<file path="src/rtl/hist_acc_bank.sv">
// Double-buffered per-channel accumulator bank: live sums snapshot on frame_end and drain over valid/ready.
// Optional saturation: define HIST_ACC_SAT_EN to clamp instead of wrap and track per-channel sat bits.
module hist_acc_bank #(
  parameter  int DATA_WIDTH = 14,
  parameter  int ACC_WIDTH  = 24,
  parameter  int N_CH       = 8,
  localparam int CH_W       = $clog2(N_CH)
) (
  input  logic                  clk,
  input  logic                  arstn,
  input  logic                  in_valid,
  input  logic [CH_W-1:0]       in_ch,
  input  logic [DATA_WIDTH-1:0] in_data,
  input  logic                  clear,
  input  logic                  frame_end,
  output logic                  out_valid,
  input  logic                  out_ready,
  output logic [CH_W-1:0]       out_ch,
  output logic [ACC_WIDTH-1:0]  out_data,
  output logic                  out_sat,
  output logic                  out_last,
  output logic                  busy,
  output logic                  overrun
);

  typedef enum logic {IDLE, DUMP} state_t;

  localparam logic [CH_W-1:0] LAST_CH = CH_W'(N_CH - 1);

  state_t               state_q;
  logic [CH_W-1:0]      idx_q;
  logic                 overrun_q;
  logic [ACC_WIDTH-1:0] acc_q [N_CH];
  logic [ACC_WIDTH-1:0] acc_d [N_CH];
  logic [ACC_WIDTH-1:0] shd_q [N_CH];
  logic                 hit;
  logic                 fe_take;
  logic                 fe_drop;
`ifdef HIST_ACC_SAT_EN
  logic [N_CH-1:0]      sat_q;
  logic [N_CH-1:0]      sat_d;
  logic [N_CH-1:0]      shsat_q;
`endif

  // Carry-out in the top bit so the caller can detect overflow.
  function automatic logic [ACC_WIDTH:0] add_ext(input logic [ACC_WIDTH-1:0] acc,
                                                 input logic [DATA_WIDTH-1:0] inc);
    return {1'b0, acc} + (ACC_WIDTH+1)'(inc);
  endfunction

  function automatic logic [ACC_WIDTH-1:0] sat_clamp(input logic [ACC_WIDTH:0] sum);
    return sum[ACC_WIDTH] ? {ACC_WIDTH{1'b1}} : sum[ACC_WIDTH-1:0];
  endfunction

  assign hit     = in_valid && (int'(in_ch) < N_CH);
  assign fe_take = frame_end && !clear && (state_q == IDLE);
  assign fe_drop = frame_end && !clear && (state_q == DUMP);

  // Post-increment view of every channel; also the snapshot source so a same-cycle sample is kept.
  always_comb begin
    logic [DATA_WIDTH-1:0] inc;
    logic [ACC_WIDTH:0]    sum;
    for (int i = 0; i < N_CH; i++) begin
      inc = (hit && (in_ch == CH_W'(i))) ? in_data : '0;
      sum = add_ext(acc_q[i], inc);
`ifdef HIST_ACC_SAT_EN
      acc_d[i] = sat_clamp(sum);
      sat_d[i] = sat_q[i] | sum[ACC_WIDTH];
`else
      acc_d[i] = sum[ACC_WIDTH-1:0];
`endif
    end
  end

  always_ff @(posedge clk or negedge arstn) begin
    if (!arstn) begin
      state_q   <= IDLE;
      idx_q     <= '0;
      overrun_q <= 1'b0;
      for (int i = 0; i < N_CH; i++) begin
        acc_q[i] <= '0;
        shd_q[i] <= '0;
      end
`ifdef HIST_ACC_SAT_EN
      sat_q   <= '0;
      shsat_q <= '0;
`endif
    end else begin
      for (int i = 0; i < N_CH; i++) begin
        acc_q[i] <= (clear || fe_take) ? '0 : acc_d[i];
        if (fe_take) shd_q[i] <= acc_d[i];
      end
`ifdef HIST_ACC_SAT_EN
      sat_q <= (clear || fe_take) ? '0 : sat_d;
      if (fe_take) shsat_q <= sat_d;
`endif
      if (clear)        overrun_q <= 1'b0;
      else if (fe_drop) overrun_q <= 1'b1;

      case (state_q)
        IDLE: begin
          if (fe_take) begin
            state_q <= DUMP;
            idx_q   <= '0;
          end
        end
        DUMP: begin
          if (out_ready) begin
            if (idx_q == LAST_CH) begin
              state_q <= IDLE;
              idx_q   <= '0;
            end else begin
              idx_q <= idx_q + 1'b1;
            end
          end
        end
        default: state_q <= IDLE;
      endcase
    end
  end

  assign busy      = (state_q == DUMP);
  assign out_valid = busy;
  assign out_ch    = busy ? idx_q : '0;
  assign out_data  = busy ? shd_q[idx_q] : '0;
  assign out_last  = busy && (idx_q == LAST_CH);
  assign overrun   = overrun_q;
`ifdef HIST_ACC_SAT_EN
  assign out_sat   = busy && shsat_q[idx_q];
`else
  assign out_sat   = 1'b0;
`endif

endmodule

</file>
<file path="config.mk">
export PLATFORM = sky130hd
export DESIGN_NAME = hist_acc_bank
export DESIGN_NICKNAME = d
export VERILOG_FILES = /design/src/rtl/hist_acc_bank.sv
export SDC_FILE = /design/constraint.sdc
export NUM_CORES = 1
export LEC_CHECK = 0
export CAP_MARGIN = 20
export CORE_UTILIZATION = 45
export DETAILED_ROUTE_END_ITERATION = 16
export PLACE_DENSITY_LB_ADDON = 0.15
export SLEW_MARGIN = 10
export SYNTH_ARGS = -nofsm -noshare
export SYNTH_HDL_FRONTEND = slang
export SYNTH_SLANG_ARGS = --single-unit
</file>
<file path="constraint.sdc">
create_clock -name clk -period 4.65 [get_ports clk]
set_input_delay 1.1625 -clock clk [delete_from_list [all_inputs] [get_ports clk]]
set_output_delay 1.1625 -clock clk [all_outputs]
set_load 0.005 [all_outputs]
</file>
==> results.txt, run 1 <==
* Simple-Gate Fraction of Synth Area: between 10% and 20%
- Synth-to-layout area growth: 13.9%
- By startpoint and endpoint, the worst setup path is classified as reg -> out.
- Worst path arrival time: 3.20 ns
- The flow ran to the end, and the final reports show no timing, DRC or antenna violations.
* Switch share: 27.8%
- Setup repair after global routing left no endpoint under its margin.
- The clock net in this run drives a total of 389 sinks.
* Sum of internal, switching and leakage power: 9150 uW
- Die area: 48800 um^2
- Switching power summed over all nets: approximately 2500 uW
* Cell Rows: 79
* First-pass GRT wire length: 89800 um
- Entering global routing, the biggest net connects 179 pins.
- Final hold slack: 0.469 ns
- The H-tree was split into 2 levels.
- Of the total synthesized cell area, the portion taken by XOR and XNOR cells is 6.70%.
- After the first detailed-routing iteration, the DRC count stood at around 1100.
- For this run, the top clock speed supported by timing is 229 MHz.
- Worst vdd rail ir drop: around 0.26 mV
* Clock share of power: 40.9%
- For this design the static power due to leakage is 0.0115 uW.
* Initial antenna violation count: 1
* Total vias in the final route: between 15000 and 20000
- The congestion estimate from routability-driven global placement came to between 0.9 and 1.
* Yosys cell types: 68
- Most frequent cells in the layout: dfrtp_1 (387), nand2_1 (277), nor2_1 (236), o21ai_0 (219), and2_1 (132)
- Number of nets in the layout: 2419
* Number of nets still failing antenna checks after routing: 0
- In the global route stage, overall resource usage came out at about 23%.
- Count of buffers inserted at the top-level ports: 53
- CP endpoint kind: output pin
- Clock transition at the register clock pins on the worst setup and hold paths after CTS: 0.06 ns
- In this run, post-CTS repair resized a total of 0 instances.
- Sequential cells burn 42.6% of the power.
* Post-route DRC violation count: 0
- CTS tree: done
- Counting along the longest clock path gives a buffer depth of 3.
- The via count of the first global-routing pass was 16004.
* Number of synthesized register bits: 389
- Utilization after layout: between 50% and 60%
* Category of the worst setup path launch point: flop
- For this run, the register share of the synthesized area comes to between 40% and 50%.
- Buffers inserted during clock tree synthesis total 45.
- The cell count after synthesis came out at 2221.
- Count of inserted antenna diode cells: 0
- Final WL: 55200 um
- The synthesized netlist devotes between 10 and 15% of its cell area to compound gates.
- Maximum Capacitance Violations: 0
- After synthesis, the share of flip-flops with an asynchronous set or reset is 100%.
- Pwr/cell area: 372 nW/um^2
* Number of hold violations in the final report: 0
- Buffers added to address setup during post-CTS repair amount to 0.
- In this run the clock root is driven by a clkbuf_16.
- Post-synthesis share of cell area spent on full adders, half adders and majority gates: 7.35%
- Post-detail-place hpwl: 39300 um
* Post-Syn Nets: 2366
- Per-instance average area after synthesis: 9.71 um^2
* DR pass1 iterations: 5
- In this run the cell area of the synthesized design comes to 21600 um^2.
- Data on the critical path is required at its endpoint by roughly 3.5 ns.
* Dominant combinational cell family by area after synthesis: simple AND/OR/NAND/NOR gates
* I/O pin count: 55
* Die extent in y: 221 um
- Setup violations, final: 0
- Aggregate negative setup slack: 0 ns
* Final critical path time including I/O delays and setup: 4.36 ns
- On the final layout, the worst clock skew is 0.0267 ns.
* Initial Util: 46.0%
- In this run the worst path has a maximum fanout of 26.
* Post-DR vias/cell: approximately 5.6
- Routed wire per std cell: 18.9 um
- Share of the clock period used by the worst path: 93.8%
- The number of hold buffers added after CTS was 0.
* Synth warn: 0
- The final number of max-transition violations came to 0.
- Proportion of layout cells with a drive suffix above 1: 8.74%
- Clock latency on the worst-skew pair, taken at its later pin, is 0.59 ns.
* Internal power summed over all cells: 6610 uW
- Leaving out fill and tap cells, the most frequent cell in the layout is dfrtp_1.
- Transition time of the tightest slew-check pin: around 0.97 ns
* Mux contribution to synthesized area: just over 6%
* Worst hold path type: reg -> reg
* Most used flip-flop cell after synthesis: dfrtp_1
* Aggregate global routing overflow: 0
- Horizontal die dimension: 221 um
- Core box area: 47000 um^2
* Combinational share of power: between 10% and 20%
- In this run, synthesis inferred 0 flip-flops with an integrated enable.
* Slew HR: 35.6%
-- power groups by stage --
| stage | logic [uW] | registers, uW | clock network [uW] |
|---|---|---|---|
| CTS | 1530 | 3910 | 3840 |
| global route | 1670 | 3950 | 3950 |
| detailed placement | 1530 | 3970 | 0 |
| floorplan | 1040 | 3790 | 0 |
| finish | 1510 | 3900 | 3740 |
| global placement | 1510 | 3960 | 0 |
-- synth_stat cells, drive strengths merged (3+ instances only) --
library cell  count  area share, %
and3             27           0.79
o21ai           226            5.3
a21boi            7           0.24
a211o             4           0.16
or3               5           0.14
o211ai           12           0.42
xor2             92            3.7
a31oi            13           0.38
ha              114            6.6
clkbuf           89            1.6
o21a             16           0.56
inv              30           0.52
nand4            21           0.61
o21bai           13           0.45
nand3            32           0.74
xnor2            73            3.0
o2111ai           8           0.32
nor2            236            4.1
and4              3           0.12
a21oi            98            2.3
dfrtp           389             45
a2111oi           8           0.44
and2            132            3.8
o31ai            12           0.44
nor3             29           0.67
mux2i            24            1.1
or2               5           0.14
o31a              3           0.12
a221oi            6           0.24
a21o             52            1.8
mux4             48            5.0
buf              13           0.30
nor3b             3           0.10
nand2b           16           0.46
a211oi           19           0.68
nand2           279            4.9
fa                8           0.74
nor2b            33           0.96
a41oi             4           0.20
-- layout make-up --
type / count / area, um^2
Clock buffer: 67 / 1330
Clock inverter: 16 / 236
Fill cell: 4254 / 22400
Inverter: 30 / 113
Multi-Input combinational cell: 1700 / 11300
Sequential cell: 389 / 9740
Tap cell: 607 / 759
Timing Repair Buffer: 108 / 1060
-- kinds of logic after synthesis --
family,Yosys count
flops,389
fa+ha+maj,122
other cells,1
mux,72
buf+inv,132
simple gates,825
xor+xnor,165
compound gates,515
-- per-stage QoR --
step / area [um^2] / worst slack, ns / instances
floorplan: 21600 / 0.921 / 2221
global placement: 23000 / 0.0224 / 2834
detailed placement: 23000 / 0.0386 / 2834
CTS: 24600 / 0.255 / 2917
global route: 24600 / 0.117 / 2917
finish: 24600 / 0.288 / 2917
-- critical path, cell delays in order, from the launching register on --
cell             delay (ns)
dfrtp_4                0.82
buf_4                  0.33
mux4_2                 0.55
mux2i_1                0.32
nor2b_1                0.11
clkdlybuf4s50_1        0.46
-- per-layer routing --
metal	up-vias	track usage (%)	wire [um]
met5	-	0	0
met1	7943	34.0	26600
met2	388	35.2	24400
met4	0	8.62	1850
li1	7834	-	-
met3	98	2.96	2380
-- sequential cells by signal (all words and copies together), names as in the netlist --
register  flops
acc_q       192
overrun       1
idx_q         3
busy          1
shd_q       192
-- worst paths after layout --
| check | start | to | slack (ns) | cells after the start |
|---|---|---|---|---|
| max | idx_q[0]$_DFFE_PN0P_ | out_data[7] | 0.29 | 5 |
| min | shd_q[49]$_DFFE_PN0P_ | shd_q[49]$_DFFE_PN0P_ | 0.47 | 2 |
| max reg2reg | acc_q[72]$_DFF_PN0_ | shd_q[90]$_DFFE_PN0P_ | 1.72 | 9 |
| min reg2reg | shd_q[49]$_DFFE_PN0P_ | shd_q[49]$_DFFE_PN0P_ | 0.47 | 2 |
| max in group asynchronous | arstn | acc_q[122]$_DFF_PN0_ | 3.02 | 2 |
| min in group asynchronous | arstn | acc_q[114]$_DFF_PN0_ | 0.56 | 1 |
(Power assumes the default switching activity.)
==> run 2, diff against run 1 <==
CORE_UTILIZATION = 30   (was 45)
==> results.txt, run 2 (synthesized netlist as in run 1, its figures left out) <==
* Clock Path Buffers: 3 (unchanged)
- Post-CTS resize count: 0 (unchanged)
- The count of fill cells added during filler insertion came to 7216 (was 4254).
* Total vias in the final route: 16291 (was 16263)
* Routed wire per std cell: 18.3 um (was 18.9 um)
- Core box area: 70600 um^2 (was 47000 um^2)
- The clock skew after layout came to 0.0279 ns (was 0.0267 ns).
- Met2 WL: 26300 um (was 24400 um)
* First-pass GRT wire length: 95600 um (was 89800 um)
- CP endpoint kind: output pin (unchanged)
* Outcome: finished clean (unchanged)
* Most frequent cells in the layout: dfrtp_1 (387), nand2_1 (277), nor2_1 (236), o21ai_0 (219), and2_1 (132) (unchanged)
* Worst vdd rail ir drop: 0.231 mV (was 0.265 mV)
* Synth-to-layout area growth: 17.8% (was 13.9%)
- Required @ worst endpoint: 3.49 ns (about the same)
- Post-CTS Hold Fix Bufs: 0 (unchanged)
* Worst hold path type: reg -> reg (unchanged)
* Initial antenna violation count: 1 (unchanged)
* Launching point of the worst reg2reg path: acc_q[72]$_DFF_PN0_ (unchanged)
* Slowest CP cell: dfrtp_4 (unchanged)
- The routability-driven placement congestion ratio came to 0.858 (was 0.909).
* Category of the worst setup path launch point: flop (unchanged)
* Start point of the worst hold path: shd_q[15]$_DFFE_PN0P_ (was shd_q[49]$_DFFE_PN0P_)
- Total area of multi-input combinational cells: 11300 um^2 (unchanged)
- The total number of nets in the final design came to 2469 (was 2419).
- Cell-by-cell listing of the critical path: buf_4 > mux4_2 > mux2i_1 > nor2b_1 > clkdlybuf4s50_1 (unchanged)
- The worst reg2reg path depth was 9 (unchanged).
* Horizontal die dimension: 270 um (was 221 um)
* Cell Rows: 97 (was 79)
- The fmax was 232 MHz (was 229 MHz).
- The CTS tree is done (unchanged).
* Internal reg-to-reg setup slack: 1.79 ns (was 1.72 ns)
* Setup violations, final: 0 (unchanged)
- Crit path max-delay family: multiplexers (unchanged)
- Largest regs: acc_q (192), shd_q (192), idx_q (3) (unchanged).
* Overall fraction of global-route tracks in use: 16.6% (was 23.2%)
- The timing startpoint of the critical path was idx_q[0]$_DFFE_PN0P_ (unchanged).
- The estimated wirelength of the detail-placed design is 44000 um (was 39300 um).
- Leakage power summed over all cells: 0.0118 uW (was 0.0115 uW)
* Die area: 73000 um^2 (was 48800 um^2)
- Die extent in y: 270 um (was 221 um)
- Maximum single-stage delay on the critical path: 0.69 ns (was 0.82 ns)
- The commonest non-fill, non-tap cell in the layout is dfrtp_1 (unchanged).
- The insertion delay to the later sink of the worst-skew pair was 0.59 ns (about the same).
- Highest Signal Layer: met4 (unchanged)
- The wire length reported by the detailed router was 60400 um (was 55200 um).
- The number of sinks handled by clock tree synthesis is 389 (unchanged).
- The clock transition at the registers of the reported paths came to 0.06 ns (about the same).
* Post-DR vias/cell: 4.94 (was 5.58)
- DR pass1 iterations: 5 (unchanged)
* I/O pin count: 55 (unchanged)
* Count of buffers inserted at the top-level ports: 53 (unchanged)
- Wire length on met3: 2520 um (was 2380 um)
- The end of the worst register-to-register path was shd_q[90]$_DFFE_PN0P_ (unchanged).
- Final critical path time including I/O delays and setup: 4.31 ns (was 4.36 ns)
* Aggregate global routing overflow: 0 (unchanged)
- The post-route DRC violation count was 0 (unchanged).
- The layout cell share with drive strength beyond 1 came to 10.6% (was 8.74%).
* Number of levels in the clock H-tree: 2 (unchanged)
* Clock tree root driver cell: clkbuf_16 (unchanged)
* Maximum Capacitance Violations: 0 (unchanged)
* Aggregate negative setup slack: 0 ns (unchanged)
- The number of instances on the worst hold path was 2 (unchanged).
- The largest net degree at the start of global routing came to 177 (was 179).
* Detailed Route Iter0 Violations: 1154 (was 1057)
* Largest fanout on the critical path: 20 (was 26)
* Area taken by flip-flops and latches: 9740 um^2 (unchanged)
- Number of hold violations in the final report: 0 (unchanged)
- The residual antenna-violating net count after detailed routing was 0 (unchanged).
* Vias in the first global route: 16341 (was 16004)
* # Post-CTS Setup Buffers: 0 (unchanged)
- Final Max Tran Viols: 0 (unchanged)
* Initial Util: 30.5% (was 46.0%)
- Worst path arrival time: 3.15 ns (was 3.20 ns)
- DRT met1 WL: 30400 um (was 26600 um)
* Setup repair after global routing missed its margin: no (unchanged)
- Crit Path Category: reg -> out (unchanged)
- The power density over the cells came to 363 nW/um^2 (was 372 nW/um^2).
* Number of CTS-inserted buffers: 47 (was 45)
- The buffers plus inverters on the worst setup path is 2 (unchanged).
- Transition time of the tightest slew-check pin: 0.912 ns (was 0.967 ns)
- Slew HR: 39.2% (was 35.6%)
- The minimum hold slack was 0.473 ns (was 0.469 ns).
- The sink of the worst hold path is shd_q[15]$_DFFE_PN0P_ (was shd_q[49]$_DFFE_PN0P_).
* Share of the clock period used by the worst path: 92.8% (was 93.8%)
==> run 2: cell types whose count changed in the layout (fill, tap and decap cells not counted), sizes merged <==
| cell | previous run | this run |
|---|---|---|
| bufinv | 5 | 3 |
| clkbuf | 67 | 70 |
| inv | 33 | 32 |
| clkinv | 6 | 8 |
| clkinvlp | 2 | 0 |
| buf | 56 | 104 |
| diode | 0 | 2 |
==> run 2: final cells by class <==
| type | count | share of cell area, % |
|---|---|---|
| inverter | 30 | 0.443 |
| sequential | 389 | 38.3 |
| clock buffer | 70 | 5.52 |
| timing repair buffer | 156 | 5.84 |
| antenna | 2 | 0.0197 |
| tap | 940 | 4.63 |
| clock inverter | 13 | 0.625 |
| multi-input combinational | 1700 | 44.6 |
==> run 2: report_power, final <==
group | internal (uW) | total [uW] | switching (uW)
Combinational | 725 | 1580 | 855
Clock | 2250 | 3750 | 1510
Sequential | 3650 | 3900 | 254
==> run 2: through the flow <==
step | std cells | total power, uW | utilization, % | setup WS, ns | area [um^2]
2_1_floorplan | 2221 | 4830 | - | 0.921 | 21600
3_3_place_gp | 3215 | 5570 | 33.8 | 0.0676 | 23900
3_5_place_dp | 3215 | 5590 | 33.8 | 0.0269 | 23900
4_1_cts | 3298 | 9410 | 36.0 | 0.245 | 25400
5_1_grt | 3298 | 9690 | 36.0 | 0.0905 | 25400
6_report | 3300 | 9230 | 36.0 | 0.336 | 25400
==> run 2: worst min-delay path: cells and delay by family, from the launching register on <==
family / cells / cell delay, ns
flops: 1 / 0.33
simple gates: 1 / 0.05
compound gates: 1 / 0.06
==> run 2: layer usage <==
| layer | track usage, % | vias to the layer above |
|---|---|---|
| met3 | 2.42 | 81 |
| met2 | 25.3 | 320 |
| met4 | 4.28 | 0 |
| li1 | - | 7940 |
| met1 | 24.6 | 7950 |
| met5 | 0 | - |
==> run 2: worst max-delay path by stage <==
stage | endpoint | slack, ns | cells past startpoint
2_1_floorplan | shd_q[190]$_DFFE_PN0P_ | 0.92 | 13
3_3_place_gp | shd_q[136]$_DFFE_PN0P_ | 0.07 | 16
3_5_place_dp | shd_q[90]$_DFFE_PN0P_ | 0.03 | 14
4_1_cts | out_data[9] | 0.24 | 5
5_1_grt | out_data[9] | 0.09 | 5
6_report | out_data[9] | 0.34 | 5
==> run 3, diff against run 2 <==
CORE_UTILIZATION = 55   (was 30)
HOLD_SLACK_MARGIN = 0.02   (was default)
TNS_END_PERCENT = 10   (was default)
==> results.txt, run 3 (synthesized netlist as in run 1, its figures left out) <==
- The total area of sequential cells came to 9740 um^2 (unchanged).
- CTS tree: done (unchanged)
- The via count of the first global-routing pass is 16032 (was 16341).
* Number of CTS-inserted buffers: 44 (was 47)
- The residual antenna-violating net count after detailed routing came to 0 (unchanged).
- Placer congestion estimate: 0.906 (was 0.858)
- Placement Cell Area: 22900 um^2 (was 23900 um^2)
- The cell leakage power is 0.0115 uW (was 0.0118 uW).
* First-pass GRT wire length: 87300 um (was 95600 um)
- Most frequent cells in the layout: dfrtp_1 (387), nand2_1 (277), nor2_1 (236), o21ai_0 (219), and2_1 (132) (unchanged).
- The worst max-slew margin expressed relative to the limit is 29.0% (was 39.2%).
* Transition time of the tightest slew-check pin: 1.06 ns (was 0.912 ns)
- The estimated wirelength of the detail-placed design was 39200 um (was 44000 um).
- The proportion of total power due to net switching was 27.2% (was 28.3%).
- The largest buffer count on any clock path is 3 (unchanged).
- Proportion of layout cells with a drive suffix above 1: 8.44% (was 10.6%)
- Final Max Tran Viols: 0 (unchanged)
- Clock share of power: 40.4% (was 40.6%)
- Clock skew after layout: 0.0150 ns (was 0.0279 ns)
- Synth-to-layout area growth: 13.1% (was 17.8%)
- Routed wire per std cell: 19.4 um (was 18.3 um)
- Number of levels in the clock H-tree: 2 (unchanged)
- The commonest non-fill, non-tap cell in the layout is dfrtp_1 (unchanged).
- The design internal power was 6590 uW (was 6620 uW).
* Post-route DRC violation count: 0 (unchanged)
- The power consumption came to 9060 uW (was 9230 uW).
- Die extent in y: 200 um (was 270 um)
- Aggregate global routing overflow: 0 (unchanged)
- Part of the power in registers: 42.9% (was 42.2%)
- Overall fraction of global-route tracks in use: 28.3% (was 16.6%)
* Clock insertion delay at the later pin of the skew report: 0.58 ns (was 0.59 ns)
- Number of nets in the layout: 2412 (was 2469)
* Outcome: finished clean (unchanged)
* Count of inserted antenna diode cells: 0 (was 2)
- Cell Rows: 72 (was 97)
* Count of buffers inserted at the top-level ports: 53 (unchanged)
* Largest fanout on the critical path: 24 (was 20)
- The final instance area came to 24400 um^2 (was 25400 um^2).
- The kind of launch point of the worst setup path was a flop (unchanged).
* Worst vdd rail ir drop: 0.536 mV (was 0.231 mV)
- Clk sinks: 389 (unchanged)
* Post-CTS resize count: 0 (unchanged)
- Number of placed cells counting well taps: 2739 (was 3215)
* Post-DR vias/cell: 5.82 (was 4.94)
* Clock tree root driver cell: clkbuf_16 (unchanged)
- The overall via count from detail_route is 16406 (was 16291).
- The shortest clock period the worst path allows after layout is 4.19 ns (was 4.31 ns).
- DR pass1 iterations: 5 (unchanged)
- The post-route non-filler standard cell count was 2817 (was 3300).
* Horizontal die dimension: 200 um (was 270 um)
* # Post-CTS Setup Buffers: 0 (unchanged)
* Worst path arrival time: 3.03 ns (was 3.15 ns)
- Detailed Route Iter0 Violations: 1134 (was 1154)
- The count of fill cells added during filler insertion came to 3198 (was 7216).
* Pwr/cell area: 371 nW/um^2 (was 363 nW/um^2)
* Initial Util: 55.8% (was 30.5%)
- The clock transition at the registers of the reported paths came to 0.05 ns (was 0.06 ns).
- Required @ worst endpoint: 3.49 ns (about the same)
- The largest net degree at the start of global routing came to 179 (was 177).
* Switching power summed over all nets: 2470 uW (was 2610 uW)
- Die area: 40000 um^2 (was 73000 um^2)
- The area of the multi-input gates is 11300 um^2 (unchanged).
- The setup TNS came to 0 ns (unchanged).
- The kind of path behind the tightest hold check is reg -> reg (unchanged).
* I/O pin count: 55 (unchanged)
- The fmax is 238 MHz (was 232 MHz).
- Largest regs: acc_q (192), shd_q (192), idx_q (3) (unchanged).
* Final hold slack: 0.478 ns (was 0.473 ns)
- Final WL: 54600 um (was 60400 um)
- The number of failing setup endpoints in the final timing report came to 0 (unchanged).
* Setup repair after global routing missed its margin: no (unchanged)
* Post-CTS Hold Fix Bufs: 0 (unchanged)
- Core box area: 38600 um^2 (was 70600 um^2)
- Initial antenna violation count: 0 (was 1)
- The share of power burned in combinational logic came to 16.7% (was 17.1%).
* CP endpoint kind: output pin (unchanged)
- Crit Path Category: reg -> out (unchanged)
- Number of hold violations in the final report: 0 (unchanged)
- Maximum Capacitance Violations: 0 (unchanged)
- The final cycle utilization of the critical path was 90.2% (was 92.8%).
run 3: layout make-up:
class	instances	share of cell area [%]
Multi-Input combinational cell	1700	46.5
Clock buffer	65	5.46
Timing Repair Buffer	102	4.22
Tap cell	518	2.66
Clock inverter	13	0.810
Sequential cell	389	39.9
Inverter	30	0.462
run 3: metrics by stage:
stage	util, %	setup WS, ns
2_1_floorplan	-	0.921
4_1_cts	63.1	0.390
5_1_grt	63.1	0.187
6_report	63.1	0.456
3_3_place_gp	59.2	0.124
3_5_place_dp	59.2	0.0233
run 3: critical path, cell delays in order, from the launching register on:
cell,delay (ns)
dfrtp_4,0.68
buf_12,0.29
mux4_2,0.54
mux2i_1,0.37
nor2b_1,0.10
clkdlybuf4s50_1,0.46
run 3: power groups by stage:
stage          combinational (uW)  clock, uW  sequential, uW
3_3_place_gp                 1500          0            3940
4_1_cts                      1530       3730            3890
3_5_place_dp                 1520          0            3950
5_1_grt                      1660       3860            3920
6_report                     1510       3660            3890
2_1_floorplan                1040          0            3790
run 3: final timing paths:
path	startpoint	endpoint	slack (ns)	cells past startpoint
worst min-delay path	shd_q[97]$_DFFE_PN0P_	shd_q[97]$_DFFE_PN0P_	0.48	2
worst max-delay path	idx_q[0]$_DFFE_PN0P_	out_data[11]	0.46	5
worst max register to register	acc_q[24]$_DFF_PN0_	shd_q[40]$_DFFE_PN0P_	1.66	10
min in group asynchronous	arstn	acc_q[53]$_DFF_PN0_	0.64	1
worst min register to register	shd_q[97]$_DFFE_PN0P_	shd_q[97]$_DFFE_PN0P_	0.48	2
max in group asynchronous	arstn	idx_q[0]$_DFFE_PN0P_	2.87	2
run 3: metal layers:
layer / global-route usage (%) / up-vias / part of all wire [%]
met5: 0 / - / 0
met4: 10.0 / 0 / 3.1
met3: 3.80 / 92 / 4.7
met2: 44.7 / 402 / 46
met1: 40.1 / 8091 / 46
li1: - / 7821 / -
